### config.mk
export PLATFORM = sky130hd
export DESIGN_NAME = dm_cmd_sts_engine
export DESIGN_NICKNAME = d
export VERILOG_FILES = /design/src/rtl/dm_cmd_pkg.sv /design/src/rtl/dm_tag_table.sv /design/src/rtl/dm_cmd_sts_engine.sv
export SDC_FILE = /design/constraint.sdc
export NUM_CORES = 1
export LEC_CHECK = 0
export CORE_MARGIN = 4
export CORE_UTILIZATION = 54
export DETAILED_ROUTE_END_ITERATION = 12
export PLACE_DENSITY = 0.92
export SYNTH_ARGS = -nofsm -noshare
export SYNTH_HDL_FRONTEND = slang
export SYNTH_SLANG_ARGS = --single-unit
### constraint.sdc
create_clock -name clk -period 12.1 [get_ports clk]
set_clock_uncertainty 0.2 [all_clocks]
set_input_delay 3.63 -clock clk [delete_from_list [all_inputs] [get_ports clk]]
set_output_delay 3.63 -clock clk [all_outputs]
set_load 0.01 [all_outputs]
### src/rtl/dm_cmd_pkg.sv
// Shared encodings for the DataMover command/status engine: op codes, status
// bit positions, command word field offsets and the command word builder.
package dm_cmd_pkg;

    typedef enum logic [1:0] {
        OP_READ  = 2'b00,
        OP_WRITE = 2'b01,
        OP_COPY  = 2'b10,
        OP_RSVD  = 2'b11
    } dm_op_e;

    // DataMover status byte: {OKAY, SLVERR, DECERR, INTERR, tag[3:0]}
    localparam int unsigned STS_OKAY_BIT   = 7;
    localparam int unsigned STS_SLVERR_BIT = 6;
    localparam int unsigned STS_DECERR_BIT = 5;
    localparam int unsigned STS_INTERR_BIT = 4;
    localparam int unsigned STS_ERR_LSB    = STS_INTERR_BIT;
    localparam logic [2:0]  ERR_INTERR     = 3'b001;

    localparam int unsigned CMD_BTT_LSB  = 0;
    localparam int unsigned CMD_TYPE_BIT = 23;
    localparam int unsigned CMD_DSA_LSB  = 24;
    localparam int unsigned CMD_EOF_BIT  = 30;
    localparam int unsigned CMD_DRR_BIT  = 31;
    localparam int unsigned CMD_ADDR_LSB = 32;

    localparam int unsigned CMD_BTT_MAX  = 23;
    localparam int unsigned CMD_ADDR_MAX = 64;
    localparam int unsigned CMD_MAX_W    = CMD_ADDR_MAX + 40;

    // Built at the widest layout; the tag lands directly above addr_w address bits.
    function automatic logic [CMD_MAX_W-1:0] build_cmd(
        input logic [CMD_ADDR_MAX-1:0] addr,
        input logic [CMD_BTT_MAX-1:0]  btt,
        input logic [3:0]              tag,
        input int unsigned             addr_w
    );
        logic [CMD_MAX_W-1:0]    cmd;
        logic [CMD_ADDR_MAX-1:0] addr_mask;
        addr_mask = (addr_w >= CMD_ADDR_MAX) ? '1
                  : ((CMD_ADDR_MAX'(1) << addr_w) - CMD_ADDR_MAX'(1));
        cmd = '0;
        cmd[CMD_BTT_LSB +: CMD_BTT_MAX] = btt;
        cmd[CMD_TYPE_BIT]               = 1'b1;
        cmd[CMD_DSA_LSB +: 6]           = '0;
        cmd[CMD_EOF_BIT]                = 1'b1;
        cmd[CMD_DRR_BIT]                = 1'b0;
        cmd = cmd | (CMD_MAX_W'(addr & addr_mask) << CMD_ADDR_LSB);
        cmd = cmd | (CMD_MAX_W'(tag) << (CMD_ADDR_LSB + addr_w));
        return cmd;
    endfunction

endpackage

### src/rtl/dm_tag_table.sv
// Outstanding-request table: per-slot pending flags and merged error, status
// beat matching, and strictly in-order retire from the head tag.
module dm_tag_table
    import dm_cmd_pkg::*;
#(
    parameter int unsigned MAX_OUTSTANDING = 4,
    parameter int unsigned BTT_WIDTH       = 23
) (
    input  logic                 clk,
    input  logic                 rst_n,
    input  logic                 alloc_en,
    input  logic [3:0]           alloc_tag,
    input  logic [1:0]           alloc_op,
    input  logic [BTT_WIDTH-1:0] alloc_btt,
    input  logic                 alloc_pend_mm2s,
    input  logic                 alloc_pend_s2mm,
    input  logic [2:0]           alloc_err,
    input  logic                 mm2s_sts_valid,
    input  logic [7:0]           mm2s_sts,
    input  logic                 s2mm_sts_valid,
    input  logic [7:0]           s2mm_sts,
    input  logic                 retire,
    output logic                 head_valid,
    output logic [3:0]           head_tag,
    output logic [BTT_WIDTH-1:0] head_btt,
    output logic [2:0]           head_err,
    output logic                 mm2s_bad,
    output logic                 s2mm_bad
);

    localparam int unsigned IDX_W = (MAX_OUTSTANDING > 1) ? $clog2(MAX_OUTSTANDING) : 1;

    logic [MAX_OUTSTANDING-1:0] valid_q, valid_d;
    logic [MAX_OUTSTANDING-1:0] pend_mm2s_q, pend_mm2s_d;
    logic [MAX_OUTSTANDING-1:0] pend_s2mm_q, pend_s2mm_d;
    logic [2:0]                 err_q [MAX_OUTSTANDING];
    logic [2:0]                 err_d [MAX_OUTSTANDING];
    logic [BTT_WIDTH-1:0]       btt_q [MAX_OUTSTANDING];
    logic [BTT_WIDTH-1:0]       btt_d [MAX_OUTSTANDING];
    logic [1:0]                 op_q  [MAX_OUTSTANDING];
    logic [1:0]                 op_d  [MAX_OUTSTANDING];
    logic [3:0]                 head_tag_q, head_tag_d;

    logic [IDX_W-1:0] head_idx;
    logic [IDX_W-1:0] alloc_idx;
    logic [IDX_W-1:0] mm2s_idx;
    logic [IDX_W-1:0] s2mm_idx;
    logic             unused_bits;

    assign head_idx  = head_tag_q[IDX_W-1:0];
    assign alloc_idx = alloc_tag[IDX_W-1:0];
    assign mm2s_idx  = mm2s_sts[IDX_W-1:0];
    assign s2mm_idx  = s2mm_sts[IDX_W-1:0];
    assign unused_bits = ^{alloc_tag, mm2s_sts, s2mm_sts};

    assign head_valid = valid_q[head_idx] && !pend_mm2s_q[head_idx] && !pend_s2mm_q[head_idx];
    assign head_tag   = head_tag_q;
    assign head_btt   = btt_q[head_idx];
    assign head_err   = err_q[head_idx];

    always_comb begin
        valid_d     = valid_q;
        pend_mm2s_d = pend_mm2s_q;
        pend_s2mm_d = pend_s2mm_q;
        err_d       = err_q;
        btt_d       = btt_q;
        op_d        = op_q;
        head_tag_d  = head_tag_q;
        mm2s_bad    = 1'b0;
        s2mm_bad    = 1'b0;

        if (retire) begin
            valid_d[head_idx] = 1'b0;
            head_tag_d        = head_tag_q + 4'd1;
        end

        if (alloc_en) begin
            valid_d[alloc_idx]     = 1'b1;
            pend_mm2s_d[alloc_idx] = alloc_pend_mm2s;
            pend_s2mm_d[alloc_idx] = alloc_pend_s2mm;
            err_d[alloc_idx]       = alloc_err;
            btt_d[alloc_idx]       = alloc_btt;
            op_d[alloc_idx]        = alloc_op;
        end

        // Both streams OR into err_d so same-cycle beats to one slot both land.
        if (mm2s_sts_valid) begin
            if (valid_q[mm2s_idx] && pend_mm2s_q[mm2s_idx]) begin
                pend_mm2s_d[mm2s_idx] = 1'b0;
                err_d[mm2s_idx] = err_d[mm2s_idx] | mm2s_sts[STS_ERR_LSB +: 3];
            end else begin
                mm2s_bad = 1'b1;
            end
        end

        if (s2mm_sts_valid) begin
            if (valid_q[s2mm_idx] && pend_s2mm_q[s2mm_idx]) begin
                pend_s2mm_d[s2mm_idx] = 1'b0;
                err_d[s2mm_idx] = err_d[s2mm_idx] | s2mm_sts[STS_ERR_LSB +: 3];
            end else begin
                s2mm_bad = 1'b1;
            end
        end
    end

    always_ff @(posedge clk or negedge rst_n) begin
        if (!rst_n) begin
            valid_q     <= '0;
            pend_mm2s_q <= '0;
            pend_s2mm_q <= '0;
            head_tag_q  <= '0;
            for (int unsigned i = 0; i < MAX_OUTSTANDING; i++) begin
                err_q[i] <= '0;
                btt_q[i] <= '0;
                op_q[i]  <= '0;
            end
        end else begin
            valid_q     <= valid_d;
            pend_mm2s_q <= pend_mm2s_d;
            pend_s2mm_q <= pend_s2mm_d;
            head_tag_q  <= head_tag_d;
            err_q       <= err_d;
            btt_q       <= btt_d;
            op_q        <= op_d;
        end
    end

endmodule

### src/rtl/dm_cmd_sts_engine.sv
// DataMover command/status engine: accepts READ/WRITE/COPY requests, issues
// tagged MM2S/S2MM commands, and retires requests in order with counters.
module dm_cmd_sts_engine
    import dm_cmd_pkg::*;
#(
    parameter int unsigned ADDR_WIDTH      = 32,
    parameter int unsigned BTT_WIDTH       = 23,
    parameter int unsigned MAX_OUTSTANDING = 4
) (
    input  logic                    clk,
    input  logic                    rst_n,
    input  logic                    req_valid,
    output logic                    req_ready,
    input  logic [1:0]              req_op,
    input  logic [ADDR_WIDTH-1:0]   req_saddr,
    input  logic [ADDR_WIDTH-1:0]   req_daddr,
    input  logic [BTT_WIDTH-1:0]    req_btt,
    output logic [3:0]              req_tag,
    output logic [ADDR_WIDTH+39:0]  m_axis_mm2s_cmd_tdata,
    output logic                    m_axis_mm2s_cmd_tvalid,
    input  logic                    m_axis_mm2s_cmd_tready,
    output logic [ADDR_WIDTH+39:0]  m_axis_s2mm_cmd_tdata,
    output logic                    m_axis_s2mm_cmd_tvalid,
    input  logic                    m_axis_s2mm_cmd_tready,
    input  logic [7:0]              s_axis_mm2s_sts_tdata,
    input  logic                    s_axis_mm2s_sts_tvalid,
    output logic                    s_axis_mm2s_sts_tready,
    input  logic [7:0]              s_axis_s2mm_sts_tdata,
    input  logic                    s_axis_s2mm_sts_tvalid,
    output logic                    s_axis_s2mm_sts_tready,
    output logic                    cmpl_valid,
    input  logic                    cmpl_ready,
    output logic [3:0]              cmpl_tag,
    output logic [3:0]              cmpl_status,
    output logic [4:0]              outstanding,
    output logic [63:0]             bytes_done,
    output logic [31:0]             cmds_done,
    output logic                    tag_err
);

    localparam int unsigned CMD_W = ADDR_WIDTH + 40;

    typedef enum logic {
        IDLE,
        ISSUE
    } state_e;

    state_e           state_q, state_d;
    logic             mm2s_tvalid_q, mm2s_tvalid_d;
    logic             s2mm_tvalid_q, s2mm_tvalid_d;
    logic [CMD_W-1:0] mm2s_cmd_q, mm2s_cmd_d;
    logic [CMD_W-1:0] s2mm_cmd_q, s2mm_cmd_d;
    logic [3:0]       tag_q, tag_d;
    logic [4:0]       outstanding_q, outstanding_d;
    logic [63:0]      bytes_q, bytes_d;
    logic [31:0]      cmds_q, cmds_d;
    logic             tag_err_q, tag_err_d;
    logic             sts_rdy_q, sts_rdy_d;

    dm_op_e               op;
    logic                 accept;
    logic                 legal;
    logic                 need_mm2s;
    logic                 need_s2mm;
    logic                 retire;
    logic                 head_valid;
    logic [3:0]           head_tag;
    logic [BTT_WIDTH-1:0] head_btt;
    logic [2:0]           head_err;
    logic                 mm2s_bad;
    logic                 s2mm_bad;

    assign op        = dm_op_e'(req_op);
    assign req_ready = (state_q == IDLE) && (outstanding_q < 5'(MAX_OUTSTANDING));
    assign accept    = req_valid && req_ready;
    assign legal     = (op != OP_RSVD) && (req_btt != '0);
    assign need_mm2s = legal && ((op == OP_READ) || (op == OP_COPY));
    assign need_s2mm = legal && ((op == OP_WRITE) || (op == OP_COPY));
    assign retire    = head_valid && cmpl_ready;

    always_comb begin
        state_d       = state_q;
        mm2s_tvalid_d = mm2s_tvalid_q;
        s2mm_tvalid_d = s2mm_tvalid_q;
        mm2s_cmd_d    = mm2s_cmd_q;
        s2mm_cmd_d    = s2mm_cmd_q;
        case (state_q)
            IDLE: begin
                // Illegal requests are accepted but issue nothing, so the FSM stays here.
                if (accept && legal) begin
                    mm2s_tvalid_d = need_mm2s;
                    s2mm_tvalid_d = need_s2mm;
                    mm2s_cmd_d    = CMD_W'(build_cmd(CMD_ADDR_MAX'(req_saddr),
                                                     CMD_BTT_MAX'(req_btt), tag_q, ADDR_WIDTH));
                    s2mm_cmd_d    = CMD_W'(build_cmd(CMD_ADDR_MAX'(req_daddr),
                                                     CMD_BTT_MAX'(req_btt), tag_q, ADDR_WIDTH));
                    state_d       = ISSUE;
                end
            end
            ISSUE: begin
                if (m_axis_mm2s_cmd_tready) mm2s_tvalid_d = 1'b0;
                if (m_axis_s2mm_cmd_tready) s2mm_tvalid_d = 1'b0;
                if (!mm2s_tvalid_d && !s2mm_tvalid_d) state_d = IDLE;
            end
            default: state_d = IDLE;
        endcase
    end

    always_comb begin
        tag_d         = accept ? tag_q + 4'd1 : tag_q;
        outstanding_d = outstanding_q;
        case ({accept, retire})
            2'b10:   outstanding_d = outstanding_q + 5'd1;
            2'b01:   outstanding_d = outstanding_q - 5'd1;
            default: outstanding_d = outstanding_q;
        endcase
        bytes_d = bytes_q;
        cmds_d  = cmds_q;
        if (retire) begin
            cmds_d = cmds_q + 32'd1;
            if (head_err == 3'b000) bytes_d = bytes_q + 64'(head_btt);
        end
        tag_err_d = tag_err_q || mm2s_bad || s2mm_bad;
        sts_rdy_d = 1'b1;
    end

    always_ff @(posedge clk or negedge rst_n) begin
        if (!rst_n) begin
            state_q       <= IDLE;
            mm2s_tvalid_q <= 1'b0;
            s2mm_tvalid_q <= 1'b0;
            mm2s_cmd_q    <= '0;
            s2mm_cmd_q    <= '0;
            tag_q         <= '0;
            outstanding_q <= '0;
            bytes_q       <= '0;
            cmds_q        <= '0;
            tag_err_q     <= 1'b0;
            sts_rdy_q     <= 1'b0;
        end else begin
            state_q       <= state_d;
            mm2s_tvalid_q <= mm2s_tvalid_d;
            s2mm_tvalid_q <= s2mm_tvalid_d;
            mm2s_cmd_q    <= mm2s_cmd_d;
            s2mm_cmd_q    <= s2mm_cmd_d;
            tag_q         <= tag_d;
            outstanding_q <= outstanding_d;
            bytes_q       <= bytes_d;
            cmds_q        <= cmds_d;
            tag_err_q     <= tag_err_d;
            sts_rdy_q     <= sts_rdy_d;
        end
    end

    dm_tag_table #(
        .MAX_OUTSTANDING (MAX_OUTSTANDING),
        .BTT_WIDTH       (BTT_WIDTH)
    ) u_tag_table (
        .clk             (clk),
        .rst_n           (rst_n),
        .alloc_en        (accept),
        .alloc_tag       (tag_q),
        .alloc_op        (req_op),
        .alloc_btt       (req_btt),
        .alloc_pend_mm2s (need_mm2s),
        .alloc_pend_s2mm (need_s2mm),
        .alloc_err       (legal ? 3'b000 : ERR_INTERR),
        .mm2s_sts_valid  (s_axis_mm2s_sts_tvalid && sts_rdy_q),
        .mm2s_sts        (s_axis_mm2s_sts_tdata),
        .s2mm_sts_valid  (s_axis_s2mm_sts_tvalid && sts_rdy_q),
        .s2mm_sts        (s_axis_s2mm_sts_tdata),
        .retire          (retire),
        .head_valid      (head_valid),
        .head_tag        (head_tag),
        .head_btt        (head_btt),
        .head_err        (head_err),
        .mm2s_bad        (mm2s_bad),
        .s2mm_bad        (s2mm_bad)
    );

    assign req_tag                = tag_q;
    assign m_axis_mm2s_cmd_tdata  = mm2s_cmd_q;
    assign m_axis_mm2s_cmd_tvalid = mm2s_tvalid_q;
    assign m_axis_s2mm_cmd_tdata  = s2mm_cmd_q;
    assign m_axis_s2mm_cmd_tvalid = s2mm_tvalid_q;
    assign s_axis_mm2s_sts_tready = sts_rdy_q;
    assign s_axis_s2mm_sts_tready = sts_rdy_q;
    assign cmpl_valid             = head_valid;
    assign cmpl_tag               = head_tag;
    assign cmpl_status            = {head_err == 3'b000, head_err};
    assign outstanding            = outstanding_q;
    assign bytes_done             = bytes_q;
    assign cmds_done              = cmds_q;
    assign tag_err                = tag_err_q;

endmodule

==> results.md <==
| Metric | This run | Unit |
| --- | --- | --- |
| CTS Hold Bufs | 0 | - |
| Number of synthesized flops with an enable pin | 0 | - |
| Chip width | 177 | um |
| Arr. time, crit path | 6.80 | ns |
| Number of clock buffers inserted by TritonCTS | 36 | - |
| Drt first-iter violations | 860 | - |
| Initial antenna violation count | 1 | - |
| Core area | 27900 | um2 |
| Post-synthesis adder-cell area fraction | 3.43 | % |
| First-pass GRT wire length | 63.9 | mm |
| Non-filler cells, final | 1974 | - |
| Fraction of the mapped netlist area in compound gates | 5.66 | % |
| Sequential-to-total area share from yosys stat | 52.4 | % |
| Final design instance area without fill | 20100 | um2 |
| PwrDens | 268 | nW/um2 |
| Post-synthesis simple-gate area fraction | 10.7 | % |
| Highest clock rate | 0.152 | GHz |
| Maximum number of pins on one net before global-route repair | 183 | - |
| Post-CTS Repair Setup Buffers | 0 | - |
| Layout cells sized above 1 | 18.6 | % |
| Leakage power | 0.00884 | uW |
| Vias per inst | 5.64 | - |
| IO buf count | 348 | - |
| Register cell area after layout | 8060 | um2 |
| Result of the run | completed | - |
| Area share of the leading cell type in the synthesized netlist | 52.4 | % |
| Mean cell area of the mapped netlist | 12.3 | um2 |
| Largest cells by area after synthesis | dfrtp_1, mux2_2, mux4_2 | - |
| Total count of max-transition violations in the final report | 0 | - |
| Synth cell types | 63 | - |
| Prevailing post-synth register cell | dfrtp_1 | - |
| Per-cell routed wire length | 20.2 | um |
| Final Net Count | 1725 | - |
| Number of rows created at floorplan | 61 | - |
| Final global-route overflow total | 0 | - |
| Die Ht | 177 | um |
| Clock tree from TritonCTS | built | - |
| Worst-Skew Late Latency | 0.51 | ns |
| Routed Wire Length | 39.8 | mm |
| Critical Path End Type | flip-flop | - |
| Placement Cell Area | 18900 | um2 |
| Via count | 11100 | - |
| Root buffer cell | clkbuf_16 | - |
| Count of unresolved DRC violations after routing | 0 | - |
| Remaining antenna violation count | 0 | - |
| RSZ-0062 raised after global routing | false | - |
| Maxcap violations | 0 | - |
| Path category of the worst min-delay check | flip-flop to flip-flop | - |
| Post-CTS resize count | 0 | - |
| Ratio of final minimum period to clock period | 54.5 | % |
| Area Overhead vs Synth | 31.1 | % |
| Die area | 31200 | um2 |
| Startpoint kind of the worst setup timing path | input pin | - |
| Count of yosys warnings during synthesis | 0 | - |
| Post-DP HPWL | 27.9 | mm |
| Clock sink total | 322 | - |
| Number of placed cells counting well taps | 1911 | - |
| Worst IR Drop VDD | 0.185 | mV |
| Maximum level of the CTS H-tree | 2 | - |
| Cell area after technology mapping | 15400 | um2 |
| Number of optimization iterations in the first detailed-route pass | 5 | - |
| Proportion of synthesized area in mux cells | 17.6 | % |
| Placer's final routability congestion estimate | 0.916 | - |
| Total global-route track usage | 25.3 | % |
| Flop and latch count out of synthesis | 322 | - |
| Setup TNS after final layout | 0 | ns |
| Crit Path Max Fanout | 92 | - |
| Time the final worst path needs with I/O delays and setup | 6.60 | ns |
| Clock transition at path regs | 0.06 | ns |
| Category of the critical setup timing path | input pin to flip-flop | - |
| Post-Syn Instances | 1249 | - |
| Number of failing hold endpoints at the final stage | 0 | - |
| Cell type contributing the most total cell area after synthesis | dfrtp_1 | - |
| Number of global-route vias before repair | 11900 | - |
| Number of fillers in the final layout | 1840 | - |
| Combinational family with the most area after synthesis | multiplexers | - |
| Number of setup violations in the final report | 0 | - |
| Area of the multi-input gates | 6740 | um2 |
| Io pins | 377 | - |
| Post-synthesis async set-or-reset flop share | 100 | % |
| Required time at the endpoint of the critical path | 12.30 | ns |
| Effective utilization at floorplan | 55.0 | % |
| Synthesized-area fraction occupied by xor and xnor cells | 5.75 | % |
| Worst-case headroom to the max-slew limit | 13.1 | % |
| Worst-Margin Slew | 1.29 | ns |
| Clock buffer depth | 3 | - |
-- routing by layer --
layer,global-route usage [%],up-vias,wire (um)
met4,7.67,0,1120
met2,44.1,457,20200
li1,-,5026,-
met5,0,-,0
met1,31.5,5576,15600
met3,6.00,78,2850
-- logic make-up after synthesis --
kind of cell	after synthesis
compound gates	135
xor+xnor	101
fa+ha+maj	41
buf+inv	120
flops	322
mux	214
other cells	2
simple gates	314
-- cells in the mapped netlist (3+ instances only) --
cell type	number
nand2b_1	8
buf_1	18
buf_2	6
nor4_1	9
o21bai_1	4
o211ai_1	4
nor3_2	4
xor2_1	39
a21oi_1	31
mux2i_1	4
dfrtp_1	322
ha_1	39
o21a_1	6
nand4_1	23
and4_1	7
nand2_1	111
nor2b_1	3
inv_1	22
a221o_1	8
nor3b_1	13
nand3_1	50
mux4_2	27
o21ai_0	44
a21o_1	10
o221ai_1	5
a211oi_1	4
nor2_1	34
nor3_1	13
mux2_2	183
clkbuf_1	18
buf_4	53
a31oi_1	3
xnor2_1	62
and3_1	17
and2_1	9
-- cells in the final DEF (no fill, tap or decap), types with 10 or more instances in the layout --
cell type and count:
mux4_2 27, o21ai_0 44, conb_1 23, nand4_1 23, buf_4 10, a21oi_1 31, nand2_1 110, nor2_1 34
dfrtp_1 321, clkbuf_16 37, inv_1 22, clkdlybuf4s50_1 347, nand3_1 50, nor3b_1 13, xor2_1 39, and3_1 17
ha_1 39, xnor2_1 62, nor3_1 13, mux2_2 183, a21o_1 10
-- report_power, final --
group          leakage (uW)  internal (uW)  switching, uW  total, uW
logic               0.00421           1330           1180       2510
clock network      0.000595            673            433       1110
registers           0.00404           1490            294       1790
total               0.00884           3500           1910       5400
-- area by class of cell --
type	count	area share [%]
clock inverter	12	0.739
clock buffer	50	5.23
multi-input combinational	828	33.4
antenna	1	0.0124
timing repair buffer	359	17.8
tap	378	2.35
sequential	322	40.0
inverter	24	0.447
-- path summary, 6_finish.rpt --
kind | from | to | slack (ns) | depth (start not counted)
min in group asynchronous | rst_n | bytes_done[12]$_DFFE_PN0P_ | 3.06 | 1
max reg2reg | u_tag_table.head_tag[0]$_DFFE_PN0P_ | bytes_done[31]$_DFFE_PN0P_ | 7.47 | 11
max in group asynchronous | rst_n | u_tag_table.head_tag[0]$_DFFE_PN0P_ | 7.08 | 2
min | tag_err$_DFF_PN0_ | tag_err$_DFF_PN0_ | 0.26 | 1
min reg2reg | tag_err$_DFF_PN0_ | tag_err$_DFF_PN0_ | 0.26 | 1
max | req_btt[16] | m_axis_mm2s_cmd_tvalid$_DFFE_PN0P_ | 5.50 | 10
-- sequential cells by signal, summed over array words and instances (netlist names), 5 cells and up --
signal                 count
u_tag_table.btt_q         92
u_tag_table.err_q         12
bytes_done                64
m_axis_s2mm_cmd_tdata     60
cmds_done                 32
m_axis_mm2s_cmd_tdata     32
outstanding                5
-- through the flow --
stage | setup WS, ns | total power, uW | hold WS [ns] | utilization (%)
after detailed placement | 4.96 | 4280 | 0.253 | 67.8
after floorplan | 6.31 | 3290 | 0.274 | -
after CTS | 5.44 | 5420 | 0.265 | 72.1
after global routing | 5.27 | 5710 | 0.292 | 72.1
after global placement | 4.99 | 4160 | 0.248 | 67.8
final | 5.50 | 5400 | 0.259 | 72.1
-- worst max-delay path, cell delays in order --
cell and delay [ns]:
clkdlybuf4s50_1 0.54, nor4_1 0.43, and4_1 0.30, a31oi_1 0.09, buf_4 0.19, nand2_4 0.14, buf_4 0.86, mux2i_1 0.27
nor2_1 0.06, a21o_1 0.16
No activity file was read; power rests on OpenSTA's default activity.
